## src/rtl/control_sequencer_if.sv

```systemverilog
// Interface between the control sequencer and the rest of the basic CPU.
// The master side supplies the SC count, IR and datapath flags.
// The slave side (the sequencer) returns the control strobes and the CPU status flags.
interface control_sequencer_if;
    // Timing and datapath status
    logic [2:0]  sc_t;
    logic [15:0] ir;
    logic        ac_zero;
    logic        ac_neg;
    logic        e_flag;
    logic        dr_zero;
    logic        fgi;
    logic        fgo;

    // Control strobes
    logic        rstsc;
    logic [2:0]  bus_sel;
    logic [6:0]  ld;
    logic [3:0]  inc;
    logic [2:0]  clr;
    logic [2:0]  alu_op;
    logic        mem_rd;
    logic        mem_wr;
    logic        e_clr;
    logic        e_cmp;
    logic        fgi_clr;
    logic        fgo_clr;

    // CPU status
    logic        halted;
    logic        ien;
    logic        r_flag;

    modport master (
        output sc_t, ir, ac_zero, ac_neg, e_flag, dr_zero, fgi, fgo,
        input  rstsc, bus_sel, ld, inc, clr, alu_op, mem_rd, mem_wr,
        input  e_clr, e_cmp, fgi_clr, fgo_clr, halted, ien, r_flag
    );

    modport slave (
        input  sc_t, ir, ac_zero, ac_neg, e_flag, dr_zero, fgi, fgo,
        output rstsc, bus_sel, ld, inc, clr, alu_op, mem_rd, mem_wr,
        output e_clr, e_cmp, fgi_clr, fgo_clr, halted, ien, r_flag
    );
endinterface

```

## src/rtl/control_sequencer.sv

```systemverilog
// Control sequencer for the basic von Neumann CPU.
// Sits after the 3-bit sequence counter: decodes (SC count, IR, flags, CPU state)
// into register strobes, bus select, ALU op and memory strobes, and holds the
// CPU state flip-flops I, D, S, IEN and R. All strobes are combinational.
module control_sequencer (
    input  logic               clk,
    input  logic               rst,
    control_sequencer_if.slave cs
);

    // Timing steps of the sequence counter
    localparam logic [2:0] T0 = 3'd0;
    localparam logic [2:0] T1 = 3'd1;
    localparam logic [2:0] T2 = 3'd2;
    localparam logic [2:0] T3 = 3'd3;
    localparam logic [2:0] T4 = 3'd4;
    localparam logic [2:0] T5 = 3'd5;
    localparam logic [2:0] T6 = 3'd6;
    localparam logic [2:0] T7 = 3'd7;

    // Decoded opcodes
    localparam logic [2:0] OP_AND = 3'd0;
    localparam logic [2:0] OP_ADD = 3'd1;
    localparam logic [2:0] OP_LDA = 3'd2;
    localparam logic [2:0] OP_STA = 3'd3;
    localparam logic [2:0] OP_BUN = 3'd4;
    localparam logic [2:0] OP_BSA = 3'd5;
    localparam logic [2:0] OP_ISZ = 3'd6;
    localparam logic [2:0] OP_EXT = 3'd7;

    // Bus source codes
    localparam logic [2:0] BUS_NONE = 3'd0;
    localparam logic [2:0] BUS_AR   = 3'd1;
    localparam logic [2:0] BUS_PC   = 3'd2;
    localparam logic [2:0] BUS_DR   = 3'd3;
    localparam logic [2:0] BUS_AC   = 3'd4;
    localparam logic [2:0] BUS_IR   = 3'd5;
    localparam logic [2:0] BUS_TR   = 3'd6;
    localparam logic [2:0] BUS_MEM  = 3'd7;

    // ALU operation codes
    localparam logic [2:0] ALU_COM  = 3'd3;
    localparam logic [2:0] ALU_SHR  = 3'd4;
    localparam logic [2:0] ALU_SHL  = 3'd5;
    localparam logic [2:0] ALU_INPR = 3'd6;
    localparam logic [2:0] ALU_NOP  = 3'd7;

    // Bit positions inside the ld / inc / clr strobe vectors
    localparam int LD_AR   = 0;
    localparam int LD_PC   = 1;
    localparam int LD_DR   = 2;
    localparam int LD_AC   = 3;
    localparam int LD_IR   = 4;
    localparam int LD_TR   = 5;
    localparam int LD_OUTR = 6;
    localparam int INC_AR  = 0;
    localparam int INC_PC  = 1;
    localparam int INC_DR  = 2;
    localparam int INC_AC  = 3;
    localparam int CLR_AR  = 0;
    localparam int CLR_PC  = 1;
    localparam int CLR_AC  = 2;

    // CPU state flip-flops
    logic       s_q;     // run
    logic       ien_q;   // interrupt enable
    logic       r_q;     // interrupt cycle pending
    logic       i_q;     // indirect bit of current instruction
    logic [2:0] d_q;     // decoded opcode of current instruction

    // Combinational strobes
    logic       rstsc_c;
    logic [2:0] bus_c;
    logic [6:0] ld_c;
    logic [3:0] inc_c;
    logic [2:0] clr_c;
    logic [2:0] alu_c;
    logic       mem_rd_c;
    logic       mem_wr_c;
    logic       e_clr_c;
    logic       e_cmp_c;
    logic       fgi_clr_c;
    logic       fgo_clr_c;

    // A request is only registered outside the fetch/interrupt steps so a
    // cycle already underway is never disturbed.
    logic int_req;
    assign int_req = (cs.sc_t >= T3) && ien_q && (cs.fgi || cs.fgo);

    // Decode (state, step, IR, flags) into this cycle's control strobes
    always_comb begin
        // NOTE: every output gets a default before the decode so no path can leave one unassigned and infer a latch.
        rstsc_c   = 1'b0;
        bus_c     = BUS_NONE;
        ld_c      = '0;
        inc_c     = '0;
        clr_c     = '0;
        alu_c     = ALU_NOP;
        mem_rd_c  = 1'b0;
        mem_wr_c  = 1'b0;
        e_clr_c   = 1'b0;
        e_cmp_c   = 1'b0;
        fgi_clr_c = 1'b0;
        fgo_clr_c = 1'b0;

        if (rst || !s_q || cs.sc_t == T7) begin
            // Reset, halt and the T7 safeguard all park the SC at T0.
            rstsc_c = 1'b1;
        end else begin
            case (cs.sc_t)
                T0: begin
                    if (r_q) begin
                        clr_c[CLR_AR] = 1'b1;
                        bus_c         = BUS_PC;
                        ld_c[LD_TR]   = 1'b1;
                    end else begin
                        bus_c       = BUS_PC;
                        ld_c[LD_AR] = 1'b1;
                    end
                end
                T1: begin
                    if (r_q) begin
                        bus_c         = BUS_TR;
                        mem_wr_c      = 1'b1;
                        clr_c[CLR_PC] = 1'b1;
                    end else begin
                        mem_rd_c      = 1'b1;
                        bus_c         = BUS_MEM;
                        ld_c[LD_IR]   = 1'b1;
                        inc_c[INC_PC] = 1'b1;
                    end
                end
                T2: begin
                    if (r_q) begin
                        inc_c[INC_PC] = 1'b1;
                        rstsc_c       = 1'b1;
                    end else begin
                        bus_c       = BUS_IR;
                        ld_c[LD_AR] = 1'b1;
                    end
                end
                T3: begin
                    if (d_q != OP_EXT) begin
                        // Indirect operand fetch; a direct address needs nothing.
                        if (i_q) begin
                            mem_rd_c    = 1'b1;
                            bus_c       = BUS_MEM;
                            ld_c[LD_AR] = 1'b1;
                        end
                    end else if (!i_q) begin
                        // Register reference: E and skip actions all apply,
                        // only the highest AC action is honoured.
                        rstsc_c       = 1'b1;
                        e_clr_c       = cs.ir[10];
                        e_cmp_c       = cs.ir[8];
                        inc_c[INC_PC] = (cs.ir[4] && !cs.ac_neg) ||
                                        (cs.ir[3] &&  cs.ac_neg) ||
                                        (cs.ir[2] &&  cs.ac_zero) ||
                                        (cs.ir[1] && !cs.e_flag);
                        if (cs.ir[11])      clr_c[CLR_AC] = 1'b1;
                        else if (cs.ir[9])  alu_c         = ALU_COM;
                        else if (cs.ir[7])  alu_c         = ALU_SHR;
                        else if (cs.ir[6])  alu_c         = ALU_SHL;
                        else if (cs.ir[5])  inc_c[INC_AC] = 1'b1;
                    end else begin
                        // Input/output instructions
                        rstsc_c = 1'b1;
                        if (cs.ir[11]) begin
                            alu_c       = ALU_INPR;
                            ld_c[LD_AC] = 1'b1;
                            fgi_clr_c   = 1'b1;
                        end
                        if (cs.ir[10]) begin
                            bus_c         = BUS_AC;
                            ld_c[LD_OUTR] = 1'b1;
                            fgo_clr_c     = 1'b1;
                        end
                        inc_c[INC_PC] = (cs.ir[9] && cs.fgi) || (cs.ir[8] && cs.fgo);
                    end
                end
                T4: begin
                    case (d_q)
                        OP_AND, OP_ADD, OP_LDA, OP_ISZ: begin
                            mem_rd_c    = 1'b1;
                            bus_c       = BUS_MEM;
                            ld_c[LD_DR] = 1'b1;
                        end
                        OP_STA: begin
                            bus_c    = BUS_AC;
                            mem_wr_c = 1'b1;
                            rstsc_c  = 1'b1;
                        end
                        OP_BUN: begin
                            bus_c       = BUS_AR;
                            ld_c[LD_PC] = 1'b1;
                            rstsc_c     = 1'b1;
                        end
                        OP_BSA: begin
                            bus_c         = BUS_PC;
                            mem_wr_c      = 1'b1;
                            inc_c[INC_AR] = 1'b1;
                        end
                        default: rstsc_c = 1'b1;
                    endcase
                end
                T5: begin
                    case (d_q)
                        OP_AND, OP_ADD, OP_LDA: begin
                            // ALU code equals the opcode for AND/ADD/LDA.
                            alu_c       = d_q;
                            ld_c[LD_AC] = 1'b1;
                            rstsc_c     = 1'b1;
                        end
                        OP_BSA: begin
                            bus_c       = BUS_AR;
                            ld_c[LD_PC] = 1'b1;
                            rstsc_c     = 1'b1;
                        end
                        OP_ISZ: inc_c[INC_DR] = 1'b1;
                        // Past the final step of any other instruction: recover.
                        default: rstsc_c = 1'b1;
                    endcase
                end
                T6: begin
                    rstsc_c = 1'b1;
                    if (d_q == OP_ISZ) begin
                        bus_c         = BUS_DR;
                        mem_wr_c      = 1'b1;
                        inc_c[INC_PC] = cs.dr_zero;
                    end
                end
                default: rstsc_c = 1'b1;
            endcase
        end
    end

    // Update CPU state flip-flops; a halted CPU holds everything until reset
    always_ff @(posedge clk) begin
        // NOTE: sequential state uses non-blocking assignments so every update below sees pre-edge values.
        if (rst) begin
            s_q   <= 1'b1;
            ien_q <= 1'b0;
            r_q   <= 1'b0;
            i_q   <= 1'b0;
            d_q   <= OP_AND;
        end else if (s_q) begin
            if (cs.sc_t == T2) begin
                if (r_q) begin
                    ien_q <= 1'b0;
                    r_q   <= 1'b0;
                end else begin
                    d_q <= cs.ir[14:12];
                    i_q <= cs.ir[15];
                end
            end
            if (cs.sc_t == T3 && d_q == OP_EXT) begin
                if (!i_q && cs.ir[0]) s_q <= 1'b0;
                if (i_q) begin
                    if (cs.ir[6])      ien_q <= 1'b0;
                    else if (cs.ir[7]) ien_q <= 1'b1;
                end
            end
            if (int_req) r_q <= 1'b1;
        end
    end

    // Drive the interface
    assign cs.rstsc   = rstsc_c;
    assign cs.bus_sel = bus_c;
    assign cs.ld      = ld_c;
    assign cs.inc     = inc_c;
    assign cs.clr     = clr_c;
    assign cs.alu_op  = alu_c;
    assign cs.mem_rd  = mem_rd_c;
    assign cs.mem_wr  = mem_wr_c;
    assign cs.e_clr   = e_clr_c;
    assign cs.e_cmp   = e_cmp_c;
    assign cs.fgi_clr = fgi_clr_c;
    assign cs.fgo_clr = fgo_clr_c;
    assign cs.halted  = ~s_q;
    assign cs.ien     = ien_q;
    assign cs.r_flag  = r_q;

endmodule
```

## src/flat_wrapper.sv

```systemverilog
// flat-port wrapper written by rule: the top's interface ports become plain ports
module control_sequencer_flat 
  (clk, rst, cs_sc_t, cs_ir, cs_ac_zero, cs_ac_neg, cs_e_flag, cs_dr_zero, cs_fgi, cs_fgo, cs_rstsc, cs_bus_sel, cs_ld, cs_inc, cs_clr, cs_alu_op, cs_mem_rd, cs_mem_wr, cs_e_clr, cs_e_cmp, cs_fgi_clr, cs_fgo_clr, cs_halted, cs_ien, cs_r_flag);
  control_sequencer_if cs_i ();
  input  logic clk;
  input  logic rst;
  input wire logic [$bits(cs_i.sc_t)-1:0] cs_sc_t;
  input wire logic [$bits(cs_i.ir)-1:0] cs_ir;
  input wire logic [$bits(cs_i.ac_zero)-1:0] cs_ac_zero;
  input wire logic [$bits(cs_i.ac_neg)-1:0] cs_ac_neg;
  input wire logic [$bits(cs_i.e_flag)-1:0] cs_e_flag;
  input wire logic [$bits(cs_i.dr_zero)-1:0] cs_dr_zero;
  input wire logic [$bits(cs_i.fgi)-1:0] cs_fgi;
  input wire logic [$bits(cs_i.fgo)-1:0] cs_fgo;
  output wire logic [$bits(cs_i.rstsc)-1:0] cs_rstsc;
  output wire logic [$bits(cs_i.bus_sel)-1:0] cs_bus_sel;
  output wire logic [$bits(cs_i.ld)-1:0] cs_ld;
  output wire logic [$bits(cs_i.inc)-1:0] cs_inc;
  output wire logic [$bits(cs_i.clr)-1:0] cs_clr;
  output wire logic [$bits(cs_i.alu_op)-1:0] cs_alu_op;
  output wire logic [$bits(cs_i.mem_rd)-1:0] cs_mem_rd;
  output wire logic [$bits(cs_i.mem_wr)-1:0] cs_mem_wr;
  output wire logic [$bits(cs_i.e_clr)-1:0] cs_e_clr;
  output wire logic [$bits(cs_i.e_cmp)-1:0] cs_e_cmp;
  output wire logic [$bits(cs_i.fgi_clr)-1:0] cs_fgi_clr;
  output wire logic [$bits(cs_i.fgo_clr)-1:0] cs_fgo_clr;
  output wire logic [$bits(cs_i.halted)-1:0] cs_halted;
  output wire logic [$bits(cs_i.ien)-1:0] cs_ien;
  output wire logic [$bits(cs_i.r_flag)-1:0] cs_r_flag;
  assign cs_i.sc_t = cs_sc_t;
  assign cs_i.ir = cs_ir;
  assign cs_i.ac_zero = cs_ac_zero;
  assign cs_i.ac_neg = cs_ac_neg;
  assign cs_i.e_flag = cs_e_flag;
  assign cs_i.dr_zero = cs_dr_zero;
  assign cs_i.fgi = cs_fgi;
  assign cs_i.fgo = cs_fgo;
  assign cs_rstsc = cs_i.rstsc;
  assign cs_bus_sel = cs_i.bus_sel;
  assign cs_ld = cs_i.ld;
  assign cs_inc = cs_i.inc;
  assign cs_clr = cs_i.clr;
  assign cs_alu_op = cs_i.alu_op;
  assign cs_mem_rd = cs_i.mem_rd;
  assign cs_mem_wr = cs_i.mem_wr;
  assign cs_e_clr = cs_i.e_clr;
  assign cs_e_cmp = cs_i.e_cmp;
  assign cs_fgi_clr = cs_i.fgi_clr;
  assign cs_fgo_clr = cs_i.fgo_clr;
  assign cs_halted = cs_i.halted;
  assign cs_ien = cs_i.ien;
  assign cs_r_flag = cs_i.r_flag;
  control_sequencer u_core (.clk(clk), .rst(rst), .cs(cs_i));
endmodule
```

## config.mk

```make
export PLATFORM = sky130hd
export DESIGN_NAME = control_sequencer_flat
export DESIGN_NICKNAME = d
export VERILOG_FILES = /design/src/rtl/control_sequencer_if.sv /design/src/rtl/control_sequencer.sv /design/src/flat_wrapper.sv
export SDC_FILE = /design/constraint.sdc
export NUM_CORES = 1
export LEC_CHECK = 0
export ABC_AREA = 0
export CAP_MARGIN = 10
export CORE_MARGIN = 5
export CORE_UTILIZATION = 39
export DETAILED_ROUTE_END_ITERATION = 16
export PLACE_DENSITY = 0.92
export SLEW_MARGIN = 20
export SYNTH_ARGS = -nofsm -noshare
export SYNTH_HDL_FRONTEND = slang
export SYNTH_SLANG_ARGS = --single-unit
```

## constraint.sdc

```tcl
create_clock -name clk -period 1.8 [get_ports clk]
set_clock_uncertainty 0.1 [all_clocks]
set_input_delay 0.27 -clock clk [delete_from_list [all_inputs] [get_ports clk]]
set_output_delay 0.27 -clock clk [all_outputs]
set_load 0.005 [all_outputs]
```

==> summary.md, run 1 <==
| Metric | Value |
|---|---|
| Clk sink count | 7 |
| Number of cells after detailed placement | between 200 and 300 |
| Maximum number of pins on one net before global-route repair | 15 |
| Std-Cell Rows | 18 |
| Number of distinct standard cells referenced by the synthesized netlist | 47 |
| Worst endpoint type | primary output |
| Floorplan die width | just over 60 microns |
| Count of mapped cells out of synthesis | 156 |
| Stopping stage | global routing (5_1_grt) |
| Net Count, Synth | between 150 and 200 |
| Result of the run | stopped before the end |
| HPWL after DPL | 3230 microns |
| Count of port buffers added during placement | 56 |
| Most common flop cell mapped by yosys | dfxtp_1 |
| Number of synthesized flops with an enable pin | 0 |
| Warnings, synthesis | 0 |
| Async S/R FF share, synth | 0% |
| Effective utilization at floorplan | between 40% and 50% |
| Worst setup endpoint after the global-route repair_timing | cs_e_cmp |
| Per-instance average area after synthesis | 6.51 sq um |
| Inserted Clock Buffers | 3 |
| Root buffer cell | clkbuf_4 |
| Sequential area share after synthesis | between 10 and 15% |
| Placement Cell Area | approximately 1900 sq um |
| Error message | [ERROR DPL-0038] Utilization greater than 100%, impossible to legalize |
| DIE HEIGHT | 61.0 microns |
| I/O Pins | 57 |
| H-tree level count | 1 |
| Final RePlAce weighted congestion | approximately 0.95 |
| Max clock buf depth | 2 |
| Post-synthesis sequential element count | 7 |
| Quantity of hold-fixing buffers added after cts | 0 |
| Post-Synthesis Cell Area | ~1000 sq um |
## cells by family after synthesis
family / share of synthesized area [%]
and+or+nand+nor: 38.5
xor gates and xnor gates: 1.72
AOI/OAI and AO/OA: 30.5
buffers and inverters: 10.5
DFF: 13.8
muxes: 4.93
## per-stage QoR
step	util, %	worst slack (ps)	hold WS, ps
floorplan	-	17.4	242
global placement	76.6	-820	438
detailed placement	76.6	-848	467
CTS	90.6	-330	352
## Yosys cell counts, types with 2 or more instances
cell type,n,share of area (%)
or2_2,2,1.2
inv_1,8,3.0
and2_1,3,1.8
nand2b_1,6,3.7
or3_1,2,1.2
nor3b_1,2,1.5
nor3_1,9,4.4
o22ai_1,4,2.5
nor2_1,16,5.9
clkbuf_1,6,2.2
dfxtp_1,7,14
mux2i_1,5,4.9
nand2_1,10,3.7
nor2b_1,5,3.1
a31oi_1,5,3.1
and3_1,2,1.2
xor2_1,2,1.7
buf_4,2,1.5
buf_2,7,3.4
a221oi_1,3,2.6
a21oi_1,9,4.4
nand3_1,5,2.5
o21ai_0,9,4.4
nor4_1,4,2.5
## repair_timing
action	4_1_cts
resized for setup	167
endpoints found under the setup margin	31
setup buffers	19
pin swaps	29
==> run 2, diff against run 1 <==
--- a/config.mk
+++ b/config.mk
@@ -7,10 +7,10 @@
 export LEC_CHECK = 0
 export ABC_AREA = 0
 export CAP_MARGIN = 10
-export CORE_MARGIN = 5
-export CORE_UTILIZATION = 39
+export CORE_AREA = 5 5 66 68
 export DETAILED_ROUTE_END_ITERATION = 16
-export PLACE_DENSITY = 0.92
+export DIE_AREA = 0 0 71 73
+export PLACE_DENSITY_LB_ADDON = 0.15
 export SLEW_MARGIN = 20
 export SYNTH_ARGS = -nofsm -noshare
 export SYNTH_HDL_FRONTEND = slang
==> run 2 against run 1 <==
  * Synthesized cell count unchanged
  * The flow now finishes, with violations (setup timing)
  * Area after synthesis unchanged
==> summary.md, run 2 <==
| Metric | Value |
|---|---|
| WP data arrival | approximately 1700 ps |
| Warnings, synthesis | 0 (unchanged) |
| Detailed Routing Iterations Pass 1 | 4 |
| Top cells by count, synth | nor2_1, nand2_1, a21oi_1, nor3_1, o21ai_0 |
| Placement Cell Area | 1960 sq um (+3.2%) |
| Final global-route overflow total | 0 |
| Minimum clock period | about 2000 ps |
| Largest register by flop count | u_core.d_q |
| Endpoint class of the critical path | output pin |
| Total setup violations reported at the end of the flow | 23 |
| Final Cell Area | 2360 sq um |
| Flip-flop count of the largest register, all copies and words added | 3 |
| Quantity of hold-fixing buffers added after cts | 0 (unchanged) |
| Maximum number of pins on one net before global-route repair | 21 |
| Inserted Diodes | 0 |
| Maximum fanout count along the critical path | 4 |
| Number of distinct standard cells referenced by the synthesized netlist | 47 (unchanged) |
| Switching pwr | around 0.22 mW |
| Proportion of power drawn by flip-flops and latches | between 20% and 30% |
| Net Count, Synth | 183 (unchanged) |
| Final non-filler cell total | 318 |
| Core area | 3800 sq um |
| Most common flop cell mapped by yosys | dfxtp_1 |
| I/O Pins | 57 (unchanged) |
| Element type at the critical path start | flip-flop |
| Effective utilization at floorplan | 26.7% (-14 points) |
| Highest-count cells in the layout ignoring fill and taps | buf_4, clkdlybuf4s50_1, buf_2 |
| Min setup slack post-route | -222 ps |
| Headroom to the max-slew limit | roughly two thirds |
| Max Transition Viols Final | 0 |
| Transition time of the tightest slew-check pin | 509 ps |
| Net switching fraction of the power | between 30% and 40% |
| Final hold vios | 0 |
| Number of synthesized flops with an enable pin | 0 (unchanged) |
| Aggregate global-route resource usage | about a fifth |
| Top post-synthesis cells by area | dfxtp_1, nor2_1, mux2i_1, a21oi_1, nor3_1 |
| Clk sink count | 7 (unchanged) |
| Leading area contributor after synthesis | dfxtp_1 |
| Final worst path period share | 112% |
| Power density normalized to cell area | about 300 nW/um^2 |
| Number of antenna violations at the first check in global routing | 0 |
| Setup TNS | -2840 ps |
| Number of global-route vias before repair | around 1,600 |
| Floorplan die width | 71 microns (+16%) |
| Maximum ir drop on the vdd rail | between 0.3 and 0.4 mV |
| Post-DR vias/cell | around 5.2 |
| Count leader, synth | nor2_1 |
| FMAX | just under 500 MHz |
| Global-route wire length before repair | 7940 microns |
| Number of max-cap violations | 0 |
| Static leakage power | between 1 and 1.5 nW |
| Req. time, crit path | between 1000 and 1500 ps |
| Post-synthesis sequential element count | 7 (unchanged) |
| H-tree level count | 1 (unchanged) |
| Total wire length after detailed routing | 4890 microns |
| Std-Cell Rows | 23 (+5) |
| Number of nets in the final layout | 296 |
| Kind of critical path | flip-flop to output pin |
| Count of port buffers added during placement | 56 (unchanged) |
| Final RePlAce weighted congestion | 0.879 (-7.4%) |
| Post-Place Setup Slack | -849 ps (-0.915 ps) |
| Share of power burned in combinational logic | 47.3% |
| Share of total power in the clock network | ~30% |
| Share of final-layout standard cells stronger than drive strength 1 | 53.0% |
| Proportion of netlist area held by the largest area contributor | 13.8% (unchanged) |
| Vias post-DR | ~1,600 |
| Setup slack, reg-to-reg | between 100 and 150 ps |
| Violated checks | setup timing |
| Most common cell after layout, fill and taps aside | buf_4 |
| Number of cells after detailed placement | 297 (+8.4%) |
| Die area | 5180 sq um |
| Hold Worst Slack | approximately 380 ps |
| Root buffer cell | clkbuf_8 |
| DR WL/cell | around 15 microns |
| Worst-skew pair later-pin latency | about 220 ps |
| Count of mapped cells out of synthesis | 156 (unchanged) |
| Clock slew at the register clock pins of the worst setup and hold paths | 40 ps |
| Area growth syn-to-layout | 132% |
| DIE HEIGHT | 73 microns (+20%) |
| Sequential area share after synthesis | 13.8% (unchanged) |
| Setup repair after global routing missed its margin | yes |
| Number of violations reported at the end of detailed-routing iteration 0 | 47 |
| Per-instance average area after synthesis | 6.51 sq um (unchanged) |
| Residual DRC | 0 |
| HPWL after DPL | 3710 microns (+15%) |
| Max clock buf depth | 2 (unchanged) |
| Async S/R FF share, synth | 0% (unchanged) |
| Total power consumption of the routed design | approximately 0.7 mW |
| Clock tree from TritonCTS | yes |
| Result of the run | finished, violations left |
| Type of the tightest min-delay check | primary input to flip-flop |
| Post-Synthesis Cell Area | 1020 sq um (unchanged) |
| Inserted Clock Buffers | 3 (unchanged) |
| Fin util | about 62% |
| Internal cell power | between 0.4 and 0.5 mW |
| Number of routed nets with antenna violations | 0 |
run 2: cell counts after synthesis:
Identical to the previous run, type by type.
run 2: logic make-up after synthesis:
kind of cell	share of synthesized area, %
AND/OR/NAND/NOR	38.5
XOR/XNOR	1.72
AO/OA/AOI/OAI	30.5
multiplexers	4.93
buffers and inverters	10.5
flip-flops	13.8
run 2: final cells by class:
cell class / instances / area [sq um]
Multi-Input combinational cell: 125 / 1030
Clock buffer: 4 / 45.0
Inverter: 8 / 30.0
Timing Repair Buffer: 124 / 1030
Fill cell: 361 / 1440
Sequential cell: 7 / 151
Tap cell: 50 / 62.6
run 2: worst paths after layout:
kind	startpoint	endpoint	depth (start not counted)
setup / recovery	u_core.d_q[1]$_SDFFE_PP0P_	cs_clr[2]	7
hold / removal	rst	u_core.d_q[1]$_SDFFE_PP0P_	3
setup reg to reg	u_core.d_q[1]$_SDFFE_PP0P_	u_core.s_q$_SDFF_PP1_	7
hold reg to reg	u_core.d_q[2]$_SDFFE_PP0P_	u_core.d_q[2]$_SDFFE_PP0P_	2
run 2: power groups by stage:
| stage | Clock, mW | Combinational (mW) | Sequential, mW |
|---|---|---|---|
| 5_1_grt | 0.226 | 0.359 | 0.162 |
| 3_5_place_dp | 0 | 0.280 | 0.164 |
| 6_report | 0.213 | 0.336 | 0.161 |
| 3_3_place_gp | 0 | 0.280 | 0.164 |
| 4_1_cts | 0.221 | 0.325 | 0.161 |
| 2_1_floorplan | 0 | 0.105 | 0.163 |
run 2: critical path: stages (launching register included):
cell and delay, ps:
dfxtp_4 370, nand3_4 80, or3_4 370, buf_12 140, nor3_4 110, buf_4 130, and2_1 110, buf_2 110
run 2: what timing repair did:
item | in CTS | in global routing
gates resized for setup | 147 | 23
pin swaps | 24 | 10
endpoints found under the setup margin | 33 | 27
setup buffers | 16 | 3
run 2: layer usage:
layer	wire, microns	share of wire [%]	global-route usage, %
met1	2140	44	24.4
met2	2520	52	33.7
met3	188	3.8	1.38
met4	44	0.90	5.22
met5	0	0	0
Note: power is estimated with default switching activity, not from simulation.
==> run 3, diff against run 2 <==
--- a/config.mk
+++ b/config.mk
@@ -8,9 +8,11 @@
 export ABC_AREA = 0
 export CAP_MARGIN = 10
 export CORE_AREA = 5 5 66 68
+export CTS_CLUSTER_DIAMETER = 40
 export DETAILED_ROUTE_END_ITERATION = 16
 export DIE_AREA = 0 0 71 73
 export PLACE_DENSITY_LB_ADDON = 0.15
+export SKIP_LAST_GASP = 1
 export SLEW_MARGIN = 20
 export SYNTH_ARGS = -nofsm -noshare
 export SYNTH_HDL_FRONTEND = slang
==> run 3 against run 2 <==
  * The flow still finishes with violations (setup timing)
  * Clock power about the same
  * Final cell count unchanged
  * First-iteration DRC count unchanged
  * Register-to-register slack is essentially flat
  * Sequential power hardly changed
  * Critical endpoint unchanged
  * Count of clock-buffer cells in the layout is the same
  * Maximum frequency did not move
  * Critical path type unchanged
  * Power about the same
  * Setup slack is the same
  * Largest power group unchanged
  * Sequential share of layout area hardly changed
==> summary.md, run 3 (same netlist as run 2, synthesis figures left out) <==
| Metric | Value |
|---|---|
| Result of the run | finished, violations left |
| Violated checks | setup timing |
| Floorplan die width | 71 microns (unchanged) |
| R2R Path End | u_core.s_q$_SDFF_PP1_ |
| Final worst path period share | 112% (unchanged) |
| DIE HEIGHT | 73 microns (unchanged) |
| Hold depth | 3 (unchanged) |
| Count of port buffers added during placement | 56 (unchanged) |
| Kind of critical path | flip-flop to output pin |
| Worst-skew pair later-pin latency | 220 ps (about the same) |
| Maximum ir drop on the vdd rail | 0.392 mV (about the same) |
| Setup slack, reg-to-reg | 110 ps (about the same) |
| Element type at the critical path start | flip-flop |
| Maximum number of pins on one net before global-route repair | 21 (unchanged) |
| Max clock buf depth | 2 (unchanged) |
| Final RePlAce weighted congestion | 0.879 (unchanged) |
| Number of violations reported at the end of detailed-routing iteration 0 | 47 (unchanged) |
| Core area | 3800 sq um (unchanged) |
| Number of cells on the worst reg-to-reg path | 7 (unchanged) |
| Effective utilization at floorplan | 26.7% (unchanged) |
| WP data arrival | 1650 ps (about the same) |
| Clk sink count | 7 (unchanged) |
| Number of antenna violations at the first check in global routing | 0 (unchanged) |
| Hold path startpoint | rst |
| Register cell area after layout | 151 sq um (unchanged) |
| Inserted Clock Buffers | 3 (unchanged) |
| Headroom to the max-slew limit | 66.1% (unchanged) |
| Die area | 5180 sq um (unchanged) |
| Final global-route overflow total | 0 (unchanged) |
| I/O Pins | 57 (unchanged) |
| Final non-filler cell total | 318 (unchanged) |
| RR Startpoint | u_core.d_q[1]$_SDFFE_PP0P_ |
| Vias post-DR | 1,640 (unchanged) |
| Maximum fanout count along the critical path | 4 (unchanged) |
| Post-DR vias/cell | 5.16 (unchanged) |
| Highest-count cells in the layout ignoring fill and taps | buf_4, clkdlybuf4s50_1, buf_2 |
| Residual DRC | 0 (unchanged) |
| Most common cell after layout, fill and taps aside | buf_4 |
| Minimum clock period | 2020 ps (unchanged) |
| Flip-flop count of the largest register, all copies and words added | 3 (unchanged) |
| Global-route wire length before repair | 7940 microns (unchanged) |
| Endpoint with the worst hold slack | u_core.d_q[1]$_SDFFE_PP0P_ |
| Inserted Diodes | 0 (unchanged) |
| Area of combinational cells with multiple inputs | 1030 sq um (unchanged) |
| Total wire length after detailed routing | 4890 microns (about the same) |
| Power density normalized to cell area | 301 nW/um^2 (-0.12%) |
| Max Transition Viols Final | 0 (unchanged) |
| Clock slew at the register clock pins of the worst setup and hold paths | 40 ps (about the same) |
| HPWL after DPL | 3710 microns (unchanged) |
| Aggregate global-route resource usage | 18.9% (unchanged) |
| Root buffer cell | clkbuf_8 |
| Final hold vios | 0 (unchanged) |
| Total setup violations reported at the end of the flow | 23 (unchanged) |
| Area growth syn-to-layout | 132% |
| FMAX | 495 MHz (unchanged) |
| H-tree level count | 1 (unchanged) |
| Setup repair after global routing missed its margin | yes |
| Endpoint class of the critical path | output pin |
| Number of cells after detailed placement | 297 (unchanged) |
| Std-Cell Rows | 23 (unchanged) |
| Type of the tightest min-delay check | primary input to flip-flop |
| Req. time, crit path | 1430 ps (about the same) |
| DR WL/cell | 15.4 microns (about the same) |
| Clock tree from TritonCTS | yes |
| Quantity of hold-fixing buffers added after cts | 0 (unchanged) |
| Share of final-layout standard cells stronger than drive strength 1 | 52.6% (-0.37 points) |
| Number of nets in the final layout | 296 (unchanged) |
| Number of fillers in the final layout | 360 (-0.28%) |
| Min setup slack post-route | -222 ps (unchanged) |
| Number of max-cap violations | 0 (unchanged) |
| Number of global-route vias before repair | 1,649 (unchanged) |
| Transition time of the tightest slew-check pin | 509 ps (unchanged) |
| Detailed Routing Iterations Pass 1 | 4 (unchanged) |
| Number of routed nets with antenna violations | 0 (unchanged) |
| Static leakage power | 1.05 nW (+0.23%) |
| Total power consumption of the routed design | 0.711 mW (about the same) |
| Largest register by flop count | u_core.d_q |
run 3: changes by cell type in the layout (fill, tap and decap cells not counted), sizes merged:
cell,delta
buf,-1
dlygate4sd2,+1
run 3: per-layer routing:
metal | vias to the layer above | track usage [%] | wire [microns]
met5 | - | 0 | 0
met3 | 8 | 1.38 | 191
met1 | 787 | 24.4 | 2130
met2 | 41 | 33.7 | 2520
met4 | 0 | 5.22 | 44
li1 | 804 | - | -
run 3: through the flow:
| stage | setup slack (ps) | hold slack [ps] | TNS [ps] | utilization (%) | area [sq um] |
|---|---|---|---|---|---|
| after floorplan | 17.4 | 242 | 0 | - | 1020 |
| after global placement | -857 | 451 | -21010 | 51.5 | 1960 |
| after detailed placement | -849 | 457 | -21480 | 51.5 | 1960 |
| after CTS | -296 | 378 | -3820 | 61.1 | 2320 |
| after global routing | -303 | 405 | -4640 | 62.1 | 2360 |
| final | -222 | 384 | -2950 | 62.1 | 2360 |
run 3: how the worst max path moves through the flow:
stage                                     from   endpoint  depth (start not counted)
detailed placement                  cs_sc_t[1]  cs_mem_rd                          7
floorplan           u_core.d_q[0]$_SDFFE_PP0P_   cs_ld[6]                          6
finish              u_core.d_q[1]$_SDFFE_PP0P_  cs_clr[2]                          7
global route        u_core.d_q[2]$_SDFFE_PP0P_  cs_mem_rd                          5
CTS                 u_core.d_q[2]$_SDFFE_PP0P_  cs_clr[2]                          7
global placement                    cs_sc_t[0]  cs_inc[1]                          6
run 3: worst max-delay path, cell delays in order (launching register included):
cell	delay, ps
dfxtp_4	370
nand3_4	80
or3_4	370
buf_12	140
nor3_4	110
buf_4	130
and2_1	110
buf_2	110
run 3: report_power, final:
group / switching (mW) / internal [mW] / leakage (nW)
combinational: 0.152 / 0.184 / 0.971
clock: 0.0605 / 0.152 / 0.0228
sequential: 0.00395 / 0.157 / 0.0587
total: 0.216 / 0.494 / 1.05
run 3: layout make-up:
cell class              instances  area share (%)
clock buffers                   4            1.91
inverters                       8            1.27
multi-input cells             125            43.7
flip-flops and latches          7            6.42
well taps                      50            2.65
repair buffers                124            44.0
run 3: repair_timing:
action,CTS,global route
buffers inserted,16,3
gates resized for setup,147,20
pin swaps,24,10
setup endpoints to repair,33,27
